`src/rtl/feeder_pkg.sv`:
```
// Shared definitions for the serial word feeder: FSM encoding and default word width.
package feeder_pkg;
  localparam int DEFAULT_WIDTH = 8;

  typedef enum logic [1:0] {
    IDLE  = 2'b00,
    CLEAR = 2'b01,
    SHIFT = 2'b10
  } state_e;
endpackage

```
`src/rtl/word_hold_buffer.sv`:
```
// One-entry holding register that parks the next word while the current one shifts out.
module word_hold_buffer #(
  parameter int WIDTH = 8
) (
  input  logic             clk_i,
  input  logic             rst_ni,
  input  logic             fill_i,
  input  logic             drain_i,
  input  logic [WIDTH-1:0] data_i,
  output logic [WIDTH-1:0] data_o,
  output logic             full_o
);
  logic [WIDTH-1:0] buf_q, buf_d;
  logic             full_q, full_d;

  // Fill only happens while empty and drain only while full, so they never collide.
  always_comb begin
    buf_d  = buf_q;
    full_d = full_q;
    if (fill_i) begin
      buf_d  = data_i;
      full_d = 1'b1;
    end else if (drain_i) begin
      full_d = 1'b0;
    end
  end

  always_ff @(posedge clk_i or negedge rst_ni) begin
    if (!rst_ni) begin
      buf_q  <= '0;
      full_q <= 1'b0;
    end else begin
      buf_q  <= buf_d;
      full_q <= full_d;
    end
  end

  assign data_o = buf_q;
  assign full_o = full_q;
endmodule

```
`src/rtl/serial_word_feeder.sv`:
```
// Parallel-to-serial front end: frame_reset pulse, then WIDTH bits LSB-first per word.
module serial_word_feeder
  import feeder_pkg::*;
#(
  parameter int WIDTH = DEFAULT_WIDTH
) (
  input  logic             clk_i,
  input  logic             rst_ni,
  input  logic             load_valid_i,
  input  logic [WIDTH-1:0] load_data_i,
  output logic             load_ready_o,
  output logic             frame_reset_o,
  output logic             bit_out_o,
  output logic             bit_valid_o,
  output logic             word_last_o
);
  localparam int CNT_W = $clog2(WIDTH);
  localparam logic [CNT_W-1:0] CNT_LAST = CNT_W'(WIDTH - 1);

  state_e           state_q, state_d;
  logic [WIDTH-1:0] shreg_q, shreg_d;
  logic [CNT_W-1:0] cnt_q, cnt_d;

  logic             buf_full, buf_fill, buf_drain;
  logic [WIDTH-1:0] buf_data;
  logic             accept, last_bit;

  assign load_ready_o = rst_ni & ~buf_full;
  assign accept       = load_valid_i & load_ready_o;
  assign last_bit     = (state_q == SHIFT) && (cnt_q == CNT_LAST);

  word_hold_buffer #(.WIDTH(WIDTH)) u_hold (
    .clk_i   (clk_i),
    .rst_ni  (rst_ni),
    .fill_i  (buf_fill),
    .drain_i (buf_drain),
    .data_i  (load_data_i),
    .data_o  (buf_data),
    .full_o  (buf_full)
  );

  always_comb begin
    state_d   = state_q;
    shreg_d   = shreg_q;
    cnt_d     = cnt_q;
    buf_fill  = 1'b0;
    buf_drain = 1'b0;
    unique case (state_q)
      IDLE: begin
        if (accept) begin
          shreg_d = load_data_i;
          cnt_d   = '0;
          state_d = CLEAR;
        end
      end
      CLEAR: begin
        state_d  = SHIFT;
        buf_fill = accept;
      end
      SHIFT: begin
        shreg_d = shreg_q >> 1;
        cnt_d   = cnt_q + CNT_W'(1);
        if (last_bit) begin
          // Buffered word wins; otherwise a word offered right now skips the buffer.
          cnt_d = '0;
          if (buf_full) begin
            buf_drain = 1'b1;
            shreg_d   = buf_data;
            state_d   = CLEAR;
          end else if (accept) begin
            shreg_d = load_data_i;
            state_d = CLEAR;
          end else begin
            state_d = IDLE;
          end
        end else begin
          buf_fill = accept;
        end
      end
      default: state_d = IDLE;
    endcase
  end

  always_ff @(posedge clk_i or negedge rst_ni) begin
    if (!rst_ni) begin
      state_q <= IDLE;
      shreg_q <= '0;
      cnt_q   <= '0;
    end else begin
      state_q <= state_d;
      shreg_q <= shreg_d;
      cnt_q   <= cnt_d;
    end
  end

  assign frame_reset_o = (state_q == CLEAR);
  assign bit_valid_o   = (state_q == SHIFT);
  assign bit_out_o     = (state_q == SHIFT) & shreg_q[0];
  assign word_last_o   = last_bit;
endmodule

```
`config.mk`:
```
export PLATFORM = sky130hd
export DESIGN_NAME = serial_word_feeder
export DESIGN_NICKNAME = d
export VERILOG_FILES = /design/src/rtl/feeder_pkg.sv /design/src/rtl/word_hold_buffer.sv /design/src/rtl/serial_word_feeder.sv
export SDC_FILE = /design/constraint.sdc
export NUM_CORES = 1
export LEC_CHECK = 0
export ABC_CLOCK_PERIOD_IN_PS = 5350
export CAP_MARGIN = 20
export CORE_UTILIZATION = 56
export DETAILED_ROUTE_END_ITERATION = 16
export PLACE_DENSITY = 0.9
export SETUP_SLACK_MARGIN = 0.02
export SLEW_MARGIN = 20
export SYNTH_ARGS = -nofsm -noshare
export SYNTH_HDL_FRONTEND = slang
export SYNTH_HIERARCHICAL = 1
export SYNTH_SLANG_ARGS = --single-unit
```
`constraint.sdc`:
```
create_clock -name clk_i -period 5.35 [get_ports clk_i]
set_input_delay 1.07 -clock clk_i [delete_from_list [all_inputs] [get_ports clk_i]]
set_output_delay 1.07 -clock clk_i [all_outputs]
set_load 0.02 [all_outputs]
```
==> results of run 1 <==
cells in the mapped netlist, drive strengths merged:
library cell  count
clkinv            1
and3              1
nor3              8
a21o              1
buf              10
dfrtp            22
o21ai             4
nor2              2
and4b             2
a22oi             6
and4bb            7
nand2             2
a211oi            8
nand3b            1
a21oi             3
o211ai            2
nor2b            10
or4               7
and2              1
a2111oi           1
mux2i             1
inv               7
o21bai            1
mux2              9
or3               1
a31oi             8
and3b             1
ha                6
power by group through the flow:
stage                     registers (mW)  logic, mW  clock network (mW)
after floorplan                    0.285      0.297                   0
after CTS                          0.316      0.350              0.0968
after global placement             0.311      0.331                   0
after detailed placement           0.319      0.348                   0
after global routing               0.330      0.387               0.101
final                              0.318      0.353              0.0941
stage by stage:
step / instances / power, mW / hold slack, ps / area, um2 / setup slack [ps]
floorplan: 133 / 0.5816 / 481.7 / 1419 / 2663
global placement: 167 / 0.6419 / 496.7 / 1533 / 1565
detailed placement: 167 / 0.6673 / 496.7 / 1533 / 1547
CTS: 171 / 0.7620 / 531.2 / 1569 / 1539
global route: 172 / 0.8174 / 543.5 / 1580 / 1451
finish: 172 / 0.7649 / 524.9 / 1580 / 1562
metal layers:
layer / global-route usage, % / vias up / wire length (um)
li1: - / 532 / -
met1: 32.29 / 557 / 1306
met2: 39.87 / 56 / 1410
met3: 6.087 / 5 / 200
met4: 12.72 / 0 / 40
met5: 0 / - / 0
cell usage in the layout (no fill, tap or decap), types with 2 or more instances in the layout:
master,count
a22oi_1,6
and4bb_1,7
mux2_4,8
nor2b_1,10
o21ai_0,4
and4b_1,2
dfrtp_1,22
clkdlybuf4s50_1,15
a211oi_1,8
a21oi_1,3
nand2_1,2
nor2_1,2
nor3_1,8
ha_1,6
a31oi_1,8
o211ai_1,2
clkbuf_4,3
or4_1,7
inv_1,7
worst max-delay path: cells and delay by family:
| kind | cells | cell delay, ps |
|---|---|---|
| buffers and inverters | 3 | 1440 |
| AND/OR/NAND/NOR | 1 | 190 |
kinds of logic (layout without fill, tap and decap cells):
logic type	count (synthesis)	after routing	synth area share (%)
buffers and inverters	18	29	7.671
muxes	10	10	9.965
DFF	22	22	38.80
adders and majority gates	6	6	5.291
AOI/OAI and AO/OA	34	34	16.23
and+or+nand+nor	43	43	22.05
final timing paths:
check                                   end  slack, ps  depth (start not counted)
hold reg to reg            u_hold/data_o[4]        520                          1
min in group asynchronous  u_hold/data_o[1]       1140                          2
setup reg to reg           u_hold/data_o[7]       2460                          7
setup / recovery               load_ready_o       1560                          4
max in group asynchronous        state_q[1]       3910                          2
hold / removal             u_hold/data_o[4]        520                          1
flip-flops by register name, indices dropped and copies added, names as in the netlist:
name           flops
u_hold/data_o      8
cnt_q              3
shreg_q            8
u_hold/full_o      1
state_q            2
layout make-up:
| class | count | area (um2) | share of cell area (%) |
|---|---|---|---|
| clock buffers | 4 | 36.28 | 2.296 |
| inverters | 8 | 30.03 | 1.900 |
| multi-input cells | 93 | 759.5 | 48.06 |
| flip-flops and latches | 22 | 550.5 | 34.84 |
| well taps | 28 | 35.03 | 2.217 |
| repair buffers | 17 | 168.9 | 10.69 |
==> impl_metrics.toml, run 1 <==
[clock_tree]
cts_hold_buf = 0
path_clk_slew_ps = 120
cts_buffers = 3
cts_setup_buffers = 0
clock_latency_ps = 310
cts_max_path_buffers = 2
clock-sinks = 22
cts_tree = "done"
htree_levels = 1
cts_resized = 0
root_buffer = "clkbuf_4"

[routing]
routedWlPerCell_um = 17.20
drt_iter0_markers = 52
vias = 1150
antenna_left = 0
routed_wl_um = 2958
drc_errors = 0
dr.pass1.iters = 4
viasPerCell = 6.686

[critical_path]
crit_type = "in -> out"
max_stage_delay_ps = 620
arrival_ps = 2720
rr_startpoint = "state_q[0]"
path_cells = "clkdlybuf4s50_1, buf_4, nor2b_1, clkdlybuf4s50_1"
crit_start = "rst_ni"
worstPathRequired_ps = 4280
cpMostUsedCell = "clkdlybuf4s50_1"
worstPathMaxFanout = 41
crit_path_start_kind = "input pin"
endpoint_kind = "output port"
cp_slowest_cell = "clkdlybuf4s50_1"

[power_and_ir_drop]
p_leak_nw = 0.6749
clock_power_share_pct = 12.3
cellPowerDensity_mw_per_mm2 = 484.0
p_switching_uw = 300.6
internal_power_uw = 464.3
peakVddDrop_v = 0.0003173
p_seq_share_pct = 41.6
comb_power_share_pct = 46.1
switching_share_pct = 39.29

[timing]
fmax_mhz = 264.0
post-route-period-util_pct = 70.80
rsz0062_at_grt = "false"
relSlewSlack_pct = 41.98
slew_violations = 0
setup_viol = 0
finalClockSkew_ps = 4.577
finalSetupTns_ps = 0
layout_min_cycle_time_ps = 3788
hold_violations = 0
tightest_slew_ps = 870.4

[logic_synthesis]
synthTopCellsByArea = "dfrtp_1 39%, mux2_4 8.5%, and4bb_1 6.2%"
yosysWarnings = 6
ys_seq_area_share_pct = 38.80
yosysTopAreaCell = "dfrtp_1"
synth_area_mm2 = 0.001419
ys_types = 32
syn_nets = 150
syn_area_per_cell_um2 = 10.67
synthCells = 133
ys_ff_latch = 22
netlist.area_leader.share_pct = 38.80

[finish]
nets = 162
diodes = 0
fin_util_pct = 68.79
drive_gt1_share_pct = 11.11
fillCellCount = 177
area_growth_pct = 11.38

[grt]
grt_pass1_wl_um = 5050
grt_pass1_vias = 1089
grtUsageTotal_pct = 25.40
antenna_found_initial = 0
grt_max_degree = 42
overflow = 0

[floorplan]
core_mm2 = 0.002297
num_rows = 17
ios = 16
die_w_um = 52.34
die_area_mm2 = 0.002739
die_y_um = 52.34
start_util_pct = 61.76

[place]
port_buffers = 15
post-dp-hpwl_um = 1945
gp_congestion = 0.8592

[outcome]
status = "finished clean"

[worst_hold_path]
min_from = "u_hold/data_o[4]"
hp-class = "reg -> reg"

[job]
drv_cap = 0
Note: power is estimated with default switching activity, not from simulation.
==> run 2, diff against run 1 <==
--- a/config.mk
+++ b/config.mk
@@ -5,11 +5,11 @@
 export SDC_FILE = /design/constraint.sdc
 export NUM_CORES = 1
 export LEC_CHECK = 0
-export ABC_CLOCK_PERIOD_IN_PS = 5350
+export ABC_CLOCK_PERIOD_IN_PS = 3200
 export CAP_MARGIN = 20
-export CORE_UTILIZATION = 56
+export CORE_UTILIZATION = 50
 export DETAILED_ROUTE_END_ITERATION = 16
-export PLACE_DENSITY = 0.9
+export PLACE_DENSITY = 0.85
 export SETUP_SLACK_MARGIN = 0.02
 export SLEW_MARGIN = 20
 export SYNTH_ARGS = -nofsm -noshare
==> constraint.sdc (replaced) <==
create_clock -name clk_i -period 3.2 [get_ports clk_i]
set_input_delay 0.64 -clock clk_i [delete_from_list [all_inputs] [get_ports clk_i]]
set_output_delay 0.64 -clock clk_i [all_outputs]
set_load 0.02 [all_outputs]
==> impl_metrics.toml, run 2 (same netlist as run 1, synthesis figures left out) <==
[finish]
nets = 165
area_growth_pct = 12.88
finalNonFillerCells = 177
fin_util_pct = 62.38
fin_area_mm2 = 0.001602
diodes = 0
layout_commonest_cell = "dfrtp_1"
drive_gt1_share_pct = 12.93
final_cell_mix = "22 x dfrtp_1, 15 x clkdlybuf4s50_1, 10 x nor2b_1"
fillCellCount = 211

[place]
gp_congestion = 0.8009
placed_area_mm2 = 0.001565
port_buffers = 15
post-place-ws_ps = 583.5
post-dp-hpwl_um = 2101
placed_cells = 173

[clock_tree]
cts_setup_buffers = 0
cts_buffers = 3
cts_hold_buf = 0
root_buffer = "clkbuf_4"
clock-sinks = 22
cts_resized = 0
path_clk_slew_ps = 130
cts_tree = "done"
clock_latency_ps = 320
cts_max_path_buffers = 2
htree_levels = 1

[floorplan]
start_util_pct = 55.26
die_area_mm2 = 0.003055
die_w_um = 55.27
core_mm2 = 0.002567
num_rows = 18
die_y_um = 55.27
ios = 16

[power_and_ir_drop]
peakVddDrop_v = 0.0004994
p_leak_nw = 0.6899
switching_share_pct = 39.12
cellPowerDensity_mw_per_mm2 = 814.9
power_mw = 1.305
p_switching_uw = 510.5
p_seq_share_pct = 40.5
internal_power_uw = 794.5
clock_power_share_pct = 12.5
comb_power_share_pct = 47.0

[grt]
grt_pass1_vias = 1079
overflow = 0
grt_max_degree = 41
grtUsageTotal_pct = 21.63
antenna_found_initial = 0
grt_pass1_wl_um = 5168

[routing]
routedWlPerCell_um = 17.67
antenna_left = 0
vias = 1116
drt_iter0_markers = 31
dr.pass1.iters = 4
routed_wl_um = 3127
viasPerCell = 6.305
drc_errors = 0

[timing]
post-route-period-util_pct = 87.53
setup_viol = 0
finalSetupTns_ps = 0
finalClockSkew_ps = 1.400
fmax_mhz = 357.0
relSlewSlack_pct = 47.63
layout_min_cycle_time_ps = 2801
worst_slack_ps = 399.2
hold-worst-slack_ps = 529.9
rsz0062_at_grt = "false"
hold_violations = 0
tightest_slew_ps = 783.9
slew_violations = 0

[critical_path]
path_delay_family = "buffers and inverters"
crit_type = "reg -> out"
cp_slowest_cell = "clkdlybuf4s50_1"
path_cells = "inv_1, ha_1, nand2_1, inv_1, clkdlybuf4s50_1"
worstPathMaxFanout = 9
cpMostUsedCell = "inv_1"
endpoint_kind = "output port"
crit_path_start_kind = "flop"
arrival_ps = 2160
path_buf_inv = 3
worstPathRequired_ps = 2560
max_stage_delay_ps = 600
rrSetupSlack_ps = 1210

[worst_hold_path]
hp-class = "reg -> reg"

[outcome]
status = "finished clean"

[job]
drv_cap = 0
-- run 2: worst paths after layout --
check	start	endpoint	cells past startpoint
worst max-delay path	state_q[0]	word_last_o	5
worst min-delay path	u_hold/data_o[3]	u_hold/data_o[3]	1
worst max register to register	state_q[0]	shreg_q[1]	5
worst min register to register	u_hold/data_o[3]	u_hold/data_o[3]	1
max in group asynchronous	rst_ni	u_hold/data_o[6]	2
min in group asynchronous	rst_ni	shreg_q[1]	2
-- run 2: power by group through the flow --
stage	Combinational, mW	Sequential (mW)	Clock, mW
after floorplan	0.496	0.476	0
after global placement	0.582	0.521	0
after detailed placement	0.610	0.533	0
after CTS	0.614	0.526	0.162
after global routing	0.674	0.546	0.175
final	0.613	0.529	0.164
-- run 2: per-layer routing --
metal / track usage [%] / vias up / part of all wire (%)
li1: - / 531 / -
met1: 27.36 / 548 / 43
met2: 35.97 / 28 / 51
met3: 2.810 / 9 / 3.4
met4: 11.43 / 0 / 2.5
met5: 0 / - / 0
-- run 2: area by class of cell --
type	instances	area (um2)	area share (%)
multi-input cells	93	759.5	47.42
well taps	30	37.54	2.344
clock buffers	4	36.28	2.266
flip-flops and latches	22	550.5	34.37
inverters	8	30.03	1.875
repair buffers	20	187.7	11.72
==> run 3, diff against run 2 <==
--- a/config.mk
+++ b/config.mk
@@ -7,6 +7,7 @@
 export LEC_CHECK = 0
 export ABC_CLOCK_PERIOD_IN_PS = 3200
 export CAP_MARGIN = 20
+export CORE_MARGIN = 1
 export CORE_UTILIZATION = 50
 export DETAILED_ROUTE_END_ITERATION = 16
 export PLACE_DENSITY = 0.85
==> constraint.sdc (replaced) <==
create_clock -name clk_i -period 3.2 [get_ports clk_i]
set_input_delay 0.64 -clock clk_i [delete_from_list [all_inputs] [get_ports clk_i]]
set_output_delay 0.64 -clock clk_i [all_outputs]
set_load 0.1 [all_outputs]
==> impl_metrics.toml, run 3 (same netlist as run 1, synthesis figures left out) <==
[outcome]
status = "finished clean"

[routing]
viasPerCell = 6.348
routed_wl_um = 3065
antenna_left = 0
dr.pass1.iters = 4
drt_iter0_markers = 39
routedWlPerCell_um = 17.22
drc_errors = 0
vias = 1130

[grt]
grt_pass1_wl_um = 5126
overflow = 0
antenna_found_initial = 0
grtUsageTotal_pct = 20.97
grt_pass1_vias = 1091
grt_max_degree = 29

[critical_path]
crit_type = "reg -> out"
max_stage_delay_ps = 430
cp_slowest_cell = "dfrtp_1"
endpoint_kind = "output port"
path_delay_family = "buffers and inverters"
arrival_ps = 1860
cpMostUsedCell = "inv_1"
path_cells = "inv_1, ha_1, nand2_1, inv_1, buf_4"
worstPathMaxFanout = 9
rrSetupSlack_ps = 1120
path_buf_inv = 3
reg2reg_depth = 8
crit_path_start_kind = "flop"
worstPathRequired_ps = 2560
worstSetupPathDepth = 5

[place]
gp_congestion = 0.8111
port_buffers = 15
post-dp-hpwl_um = 2072
placed_cells = 174

[power_and_ir_drop]
comb_power_share_pct = 51.3
cellPowerDensity_mw_per_mm2 = 880.2
peakVddDrop_v = 0.0006277
p_leak_nw = 0.7060
switching_share_pct = 43.80
internal_power_uw = 795.9
clock_power_share_pct = 11.1
p_switching_uw = 620.4
p_seq_share_pct = 37.6

[clock_tree]
htree_levels = 1
root_buffer = "clkbuf_4"
path_clk_slew_ps = 120
cts_max_path_buffers = 2
clock-sinks = 22
cts_buffers = 3
cts_tree = "done"
cts_hold_buf = 0
cts_setup_buffers = 0
cts_resized = 0
clock_latency_ps = 320

[timing]
finalClockSkew_ps = 11.11
slew_violations = 0
setup_viol = 0
rsz0062_at_grt = "false"
fmax_mhz = 399.7
post-route-period-util_pct = 78.18
tightest_slew_ps = 739.1
relSlewSlack_pct = 50.63
layout_min_cycle_time_ps = 2502
hold_violations = 0
finalSetupTns_ps = 0

[finish]
final_cell_mix = "22 x dfrtp_1, 10 x nor2b_1, 10 x clkdlybuf4s50_1, 10 x buf_4"
nets = 166
diodes = 0
area_growth_pct = 13.40
layout_commonest_cell = "dfrtp_1"
finalNonFillerCells = 178
fillCellCount = 220
drive_gt1_share_pct = 16.89

[worst_hold_path]
min_path_cells = 1
hp-class = "reg -> reg"

[floorplan]
die_area_mm2 = 0.003055
num_rows = 18
core_mm2 = 0.002567
die_w_um = 55.27
ios = 16
die_y_um = 55.27
start_util_pct = 55.26

[job]
drv_cap = 0
run 3: cell types whose count changed in the layout (fill, tap and decap cells not counted), sizes merged:
| cell | before | now |
|---|---|---|
| buf | 5 | 11 |
| clkdlybuf4s50 | 15 | 10 |
run 3: layout make-up:
class,count,area (um2),share of cell area [%]
inverter,8,30.03,1.866
clock buffer,4,36.28,2.255
multi-input combinational,93,759.5,47.20
sequential,22,550.5,34.21
tap,30,37.54,2.333
timing repair buffer,21,195.2,12.13
run 3: per-stage QoR:
stage	hold WS (ps)	worst slack (ps)	power, mW	util [%]	area, um2
final	530.0	698.2	1.416	62.67	1609
after global routing	549.9	585.3	1.504	62.67	1609
after CTS	533.3	749.4	1.414	62.67	1609
after detailed placement	499.1	683.5	1.255	61.26	1573
after global placement	495.5	789.5	1.217	61.26	1573
after floorplan	344.4	273.4	1.085	-	1419
run 3: power by group through the flow:
| stage | clock (mW) | sequential (mW) | combinational (mW) |
|---|---|---|---|
| global route | 0.169 | 0.551 | 0.784 |
| CTS | 0.160 | 0.529 | 0.725 |
| finish | 0.157 | 0.532 | 0.727 |
| global placement | 0 | 0.523 | 0.694 |
| detailed placement | 0 | 0.535 | 0.720 |
| floorplan | 0 | 0.476 | 0.609 |
run 3: worst paths after layout:
path / endpoint / start
max in group asynchronous: shreg_q[6] / rst_ni
max reg2reg: u_hold/data_o[6] / state_q[0]
min: u_hold/data_o[6] / u_hold/data_o[6]
min in group asynchronous: shreg_q[0] / rst_ni
min reg2reg: u_hold/data_o[6] / u_hold/data_o[6]
max: word_last_o / state_q[0]
run 3: layer usage:
metal,global-route usage [%],share of wire (%),up-vias
met4,8.214,1.7,0
li1,-,-,533
met3,4.215,4.9,7
met5,0,0,-
met2,32.36,49,44
met1,28.98,45,546
==> patch: new RTL, settings of run 2 <==
Set the package constant `DEFAULT_WIDTH` to 16 (it was 8).
--- a/src/rtl/feeder_pkg.sv
+++ b/src/rtl/feeder_pkg.sv
@@ -1,6 +1,6 @@
 // Shared definitions for the serial word feeder: FSM encoding and default word width.
 package feeder_pkg;
-  localparam int DEFAULT_WIDTH = 8;
+  localparam int DEFAULT_WIDTH = 16;
 
   typedef enum logic [1:0] {
     IDLE  = 2'b00,
Ports: changed (resized load_data_i); port bits go from 16 to 24. The function was not compared with the original's and may differ.
==> patch against run 2 <==
Combinational power up 79%; cell area increased by 71%; final cell count increased by 64%; wire length up 61%; setup slack worse by 66 ps; utilization is 1.2 points lower; sequential cell count up 17; die area rose by 65%; largest power group unchanged; area after synthesis increased by 68%; highest routed layer unchanged; largest cell class unchanged; total power increased by 85%.
==> patch: results (changes against run 2) <==
{| class="wikitable"
! Metric !! Value
|-
| Total global-route track usage || 0.226 (+0.00991)
|-
| GR met3 Demand/Resource || 0.0484 (+0.0203)
|-
| Post-Place Cells || 282 (+63%)
|-
| First-pass GRT wire length || 8750 µm (+69%)
|-
| Commonest cells post-synth || sky130_fd_sc_hd__dfrtp_1, sky130_fd_sc_hd__nor2_1, sky130_fd_sc_hd__a31oi_1
|-
| Clock latency of the later-clocked register in the worst-skew pair || 300 ps (-20 ps)
|-
| Comb pwr share || 0.458 (-0.012)
|-
| Pin count of the biggest net entering global routing || 29 (-29%)
|-
| Drt wl/cell || 17.3 µm (-1.9%)
|-
| Number of library cell types mapped by synthesis || 38 (+19%)
|-
| Wire length on met3 || 275 µm (+160%)
|-
| Cells after Synth || 215 (+62%)
|-
| Peak supply drop || 0.412 mV (-18%)
|-
| Layout net count || 262 (+59%)
|-
| Worst min-delay path category || input pin to async pin
|-
| Endpoint of the worst-slack reg-to-reg timing path || u_hold/data_o[3]
|-
| CP Max Fanout || 13 (+4)
|-
| Leakage dissipation || 1.16 nW (+69%)
|-
| Flop-to-flop setup slack || 890 ps (-320 ps)
|-
| Library cell used as clock root buffer || sky130_fd_sc_hd__clkbuf_8
|-
| Met2 routed WL || 2430 µm (+53%)
|-
| Net count of the mapped netlist || 240 (+60%)
|-
| Placed Area || 2630 µm² (+68%)
|-
| Last weighted congestion value of the routability-driven placer || 0.808 (+0.84%)
|-
| Number of cell instances on the worst register-to-register path || 6 (+1)
|-
| Max-Slew Margin vs Limit || 0.671 (+0.195)
|-
| Post-route fraction of the period consumed by the critical path || 0.896 (+0.0205)
|-
| Outcome || finished clean
|}
==> patch: worst max-delay path, delay by kind of cell (launching register included) <==
| family | cells | cell delay, ps |
|---|---|---|
| DFF | 1 | 430 |
| buffers and inverters | 2 | 730 |
| adders and majority gates | 1 | 470 |
| and+or+nand+nor | 1 | 300 |
==> patch: final cells by class <==
cell class                      count  area [µm²]  area share
Timing Repair Buffer               32         305       0.112
Tap cell                           52        65.1      0.0238
Multi-Input combinational cell    153        1260       0.459
Sequential cell                    39         976       0.356
Clock inverter                      3        43.8      0.0160
Inverter                            6        22.5     0.00823
Clock buffer                        5        68.8      0.0251
==> patch: cells by family (layout without fill, tap and decap cells) <==
group | Yosys count | in the layout | share of synthesized area
AO/OA/AOI/OAI | 61 | 61 | 0.203
AND/OR/NAND/NOR | 55 | 55 | 0.124
flip-flops | 39 | 39 | 0.410
multiplexers | 30 | 30 | 0.165
buffers and inverters | 23 | 46 | 0.0630
adder cells (fa/ha/maj) | 6 | 6 | 0.0315
XOR/XNOR | 1 | 1 | 0.00368
